## src/rtl/multiplicador_pkg.sv

```systemverilog
// Shared types and sizing helpers for the sequential shift-add multiplier.
package multiplicador_pkg;

  typedef enum logic [1:0] {
    IDLE = 2'd0,
    RUN  = 2'd1,
    DONE = 2'd2
  } state_t;

  // One extra bit so the counter can reach (and pass) WIDTH itself.
  function automatic int cnt_width(input int w);
    return $clog2(w) + 1;
  endfunction

endpackage

```

## src/rtl/contador_iter.sv

```systemverilog
// Iteration up-counter with synchronous clear, enable and terminal-count flag.
module contador_iter #(
  parameter int CNT_W = 4
) (
  input  logic             clk,
  input  logic             rst_n,
  input  logic             clear,
  input  logic             enable,
  input  logic [CNT_W-1:0] limit,
  output logic             tc
);

  logic [CNT_W-1:0] count;

  always_ff @(posedge clk or negedge rst_n) begin
    if (!rst_n)
      count <= '0;
    else if (clear)
      count <= '0;
    else if (enable)
      count <= count + CNT_W'(1);
  end

  assign tc = (count == limit);

endmodule

```

## src/rtl/multiplicador_sequencial.sv

```systemverilog
// Sequential shift-add multiplier, unsigned or two's-complement, one bit per cycle.
//   state | meaning
//   IDLE  | waiting for Start; operands captured on Start
//   RUN   | WIDTH shift-add iterations, then one cycle to load Produto
//   DONE  | Finalizado pulse, back to IDLE on the next edge
module multiplicador_sequencial
  import multiplicador_pkg::*;
#(
  parameter int WIDTH = 8
) (
  input  logic               Clk,
  input  logic               Rst,
  input  logic               Start,
  input  logic               Signed,
  input  logic [WIDTH-1:0]   A,
  input  logic [WIDTH-1:0]   B,
  output logic               Busy,
  output logic               Finalizado,
  output logic [2*WIDTH-1:0] Produto
);

  localparam int CNT_W = cnt_width(WIDTH);
  localparam logic [CNT_W-1:0] ITERS = CNT_W'(WIDTH);

  state_t state, state_next;

  logic [WIDTH-1:0]   mcand;
  logic [2*WIDTH-1:0] acc;
  logic               neg;

  logic [WIDTH-1:0]   mag_a, mag_b;
  logic [WIDTH:0]     sum;
  logic [2*WIDTH-1:0] acc_step;

  logic cnt_clear, cnt_en, cnt_tc;

  contador_iter #(.CNT_W(CNT_W)) u_contador (
    .clk    (Clk),
    .rst_n  (Rst),
    .clear  (cnt_clear),
    .enable (cnt_en),
    .limit  (ITERS),
    .tc     (cnt_tc)
  );

  always_ff @(posedge Clk or negedge Rst) begin
    if (!Rst)
      state <= IDLE;
    else
      state <= state_next;
  end

  always_comb begin
    state_next = state;
    cnt_clear  = 1'b0;
    cnt_en     = 1'b0;
    case (state)
      IDLE: begin
        if (Start) begin
          state_next = RUN;
          cnt_clear  = 1'b1;
        end
      end
      RUN: begin
        cnt_en = 1'b1;
        if (cnt_tc)
          state_next = DONE;
      end
      DONE:    state_next = IDLE;
      default: state_next = IDLE;
    endcase
  end

  assign Busy       = (state != IDLE);
  assign Finalizado = (state == DONE);

  // -2^(WIDTH-1) negates to itself, which read unsigned is the correct magnitude.
  assign mag_a = (Signed && A[WIDTH-1]) ? -A : A;
  assign mag_b = (Signed && B[WIDTH-1]) ? -B : B;

  assign sum      = {1'b0, acc[2*WIDTH-1:WIDTH]} + (acc[0] ? {1'b0, mcand} : '0);
  assign acc_step = {sum, acc[WIDTH-1:1]};

  always_ff @(posedge Clk or negedge Rst) begin
    if (!Rst) begin
      mcand   <= '0;
      acc     <= '0;
      neg     <= 1'b0;
      Produto <= '0;
    end else begin
      case (state)
        IDLE: begin
          if (Start) begin
            mcand <= mag_a;
            acc   <= {{WIDTH{1'b0}}, mag_b};
            neg   <= Signed & (A[WIDTH-1] ^ B[WIDTH-1]);
          end
        end
        RUN: begin
          if (!cnt_tc)
            acc <= acc_step;
          else
            Produto <= neg ? -acc : acc;
        end
        default: ;
      endcase
    end
  end

endmodule

```

## config.mk

```make
export PLATFORM = sky130hd
export DESIGN_NAME = multiplicador_sequencial
export DESIGN_NICKNAME = d
export VERILOG_FILES = /design/src/rtl/multiplicador_pkg.sv /design/src/rtl/contador_iter.sv /design/src/rtl/multiplicador_sequencial.sv
export SDC_FILE = /design/constraint.sdc
export NUM_CORES = 1
export LEC_CHECK = 0
export BUFFER_PORTS_ARGS = -buffer_cell sky130_fd_sc_hd__buf_2
export CORE_MARGIN = 2
export CORE_UTILIZATION = 40
export CTS_CLUSTER_SIZE = 40
export DETAILED_ROUTE_END_ITERATION = 8
export PLACE_DENSITY = 0.62
export SYNTH_ARGS = -nofsm -noshare
export SYNTH_HDL_FRONTEND = slang
export SYNTH_SLANG_ARGS = --single-unit
export TNS_END_PERCENT = 20
```

## constraint.sdc

```tcl
create_clock -name Clk -period 2.7 [get_ports Clk]
set_input_delay 0.54 -clock Clk [delete_from_list [all_inputs] [get_ports Clk]]
set_output_delay 0.54 -clock Clk [all_outputs]
set_load 0.005 [all_outputs]
```

==> reports/summary.txt <==
status: finished clean
worst hold path type: input port to async pin
Top FF cell, synth: dfrtp_1
Via Count: 2316
Starting Density: 0.419
Syn Std Cell Area: 2890 sq um
overall power: 0.00334 W
die width: 89.0 um
Reg power frac: 0.403
Slowest cell on crit path: dfrtp_1
CP startpoint kind: register
Worst EP arrival: 2450 ps
Final GP Congestion: 0.868
Routed Antenna Nets: 0
Resize count post-CTS: 0
Switch Pwr: 0.00145 W
final core utilization: 0.468
synth-to-layout area growth: 11.7%
GR Layer Usage met3: 0.0277
Seq. cell area: 1180 sq um
Sw Share: 0.433
WS Path Type: register to register
Tcrit/Tclk final: 0.817
ratio of cells with drive above 1 in the final layout: 0.165
critical path peak fanout: 10
Critical Path Max Stage Delay: 450 ps
Setup Viol. Count Final: 0
Multi-input gate area: 1590 sq um
final setup TNS: 0 ps
CP Cell Sequence: and2_1 > ha_1 > fa_1 > a211oi_1 > o21bai_1 > or3_1 > nand3_1
met1 Resource Use GR: 0.253
wire per inst: 13.9 um
internal power: 0.00190 W
placed cells: 435
FP Rows: 30
grt total ovfl: 0
Critical Path End Type: register
Max Buffers Root-to-Sink: 2
CTS Hold Bufs: 0
Clock Sinks: 47
Die Span Y: 89.0 um
Worst EP required: 2950 ps
nets@finish: 380
clock latency on the worst-skew pair: 310 ps
Final Max Tran Viols: 0
busiest grt layer: met2
residual DRC count: 0
IO Pins: 38
initial antenna violation count: 0
vias per cell: 5.24
Synth async-reset ratio: 1.00
reg2reg end: acc[13]$_DFFE_PN0P_
crit path time final: 2200 ps
EDFF count, synth: 0
clk_skew: 9.04 ps
RSZ-0062 raised after global routing: no
Post-CTS Setup Inserts: 0
CTS HTree Levels: 2
clk root buf: clkbuf_8
vias in the first global route: 2130
Comb pwr share: 0.471
post-synthesis average cell area: 9.27 sq um
die area: 7920 sq um
Tot GR Track Use: 0.171
total CTS buffers: 5
Worst Tran Pin Value: 696 ps
register bit total from synthesis: 47
Routed WL: 6.13 mm
first-pass GRT wire length: 10.6 mm
post-synthesis cell count: 312
Port-buffer cells: 37
non-filler cells, final: 442
filler cell count in the final layout: 706
max cap viols: 0
setup slack, reg-to-reg: 500 ps
clock-pin slew on the worst setup and hold paths: 90 ps
Synth cell types: 51
pwr dens: 1040 nW/um^2
met2 Resource Use GR: 0.263
most frequent cells in the layout: nand2_1 (50), dfrtp_1 (47), buf_2 (37)
post-synthesis sequential area ratio: 0.407
fmax: 0.454 GHz
Syn. warnings: 0
CTS tree: built
HPWL after DPL: 4.75 mm
Core Region: 6910 sq um
syn_nets: 346
Clk pwr share: 0.126
maximum VDD drop: 367 uV
Leak: 1.48 nW
Final Hold Fails: 0
Worst R2R Start: acc[0]$_DFFE_PN0P_
ANT cells: 0
number of DRC markers in iteration 0: 189
most common cell after layout, fill and taps aside: nand2_1
largest net degree at the start of global routing: 34
Slew headroom: 0.536
Worst Reg2Reg Path Length in Cells: 7
Pre-Repair DR Iteration Count: 4
[per-stage QoR]
stage	hold slack (ps)	instance area, sq um	setup slack, ps
finish	182	3230	495
global route	208	3230	330
CTS	198	3230	498
detailed placement	466	3150	510
global placement	459	3150	560
floorplan	244	2890	663
[power by group through the flow]
stage,clock [W],sequential (W),combinational (W)
6_report,0.000420,0.00135,0.00157
5_1_grt,0.000462,0.00142,0.00184
4_1_cts,0.000433,0.00136,0.00160
3_5_place_dp,0,0.00137,0.00159
3_3_place_gp,0,0.00135,0.00157
2_1_floorplan,0,0.00126,0.00126
[synthesized netlist by cell type, types with 5 or more instances]
master / instances / area, sq um
nand2_1: 50 / 188
clkbuf_1: 8 / 30.0
or3_1: 6 / 37.5
o21ai_0: 31 / 155
xor2_1: 17 / 149
o41ai_2: 6 / 97.6
xnor2_1: 11 / 96.3
nor2_1: 11 / 41.3
nand3_1: 8 / 40.0
mux2i_1: 5 / 50.1
dfrtp_1: 47 / 1180
a21oi_1: 7 / 35.0
inv_1: 11 / 41.3
and2_1: 8 / 50.1
ha_1: 13 / 163
o21ai_1: 8 / 40.0
[critical path, delay by kind of cell (launching register included)]
kind / cells / cell delay (ps)
fa+ha+maj: 2 / 640
simple gates: 3 / 610
flops: 1 / 450
compound gates: 2 / 450
[per-layer routing]
metal	vias up	share of wire	routed length, um
met3	9	0.031	189
met1	1074	0.52	3200
met4	0	0.010	62
li1	1185	-	-
met5	-	0	0
met2	48	0.44	2680
[worst max path at each step]
| stage | startpoint | endpoint | slack, ps | cells after the start |
|---|---|---|---|---|
| after floorplan | acc[0]$_DFFE_PN0P_ | acc[13]$_DFFE_PN0P_ | 660 | 7 |
| after global placement | acc[0]$_DFFE_PN0P_ | acc[13]$_DFFE_PN0P_ | 560 | 7 |
| after detailed placement | acc[0]$_DFFE_PN0P_ | acc[13]$_DFFE_PN0P_ | 510 | 7 |
| after CTS | acc[0]$_DFFE_PN0P_ | acc[13]$_DFFE_PN0P_ | 500 | 7 |
| after global routing | acc[0]$_DFFE_PN0P_ | acc[13]$_DFFE_PN0P_ | 330 | 7 |
| final | acc[0]$_DFFE_PN0P_ | acc[13]$_DFFE_PN0P_ | 500 | 7 |
[area by class of cell]
class	count	area share
multi-input cells	240	0.494
flip-flops and latches	47	0.364
repair buffers	41	0.0666
well taps	96	0.0372
clock buffers	5	0.0213
inverters	11	0.0128
clock inverters	2	0.00426
[flip-flops by register name, summed over array words and instances, names as in the netlist]
signal            count
Produto              16
acc                  16
mcand                 8
neg                   1
state                 2
u_contador.count      4
[cells by family after synthesis]
family / synth area share
multiplexers: 0.0173
AO/OA/AOI/OAI: 0.197
flip-flops: 0.407
AND/OR/NAND/NOR: 0.189
adder cells (fa/ha/maj): 0.0632
buffers and inverters: 0.0420
XOR/XNOR: 0.0848
Power figures use the tool's default switching activity.
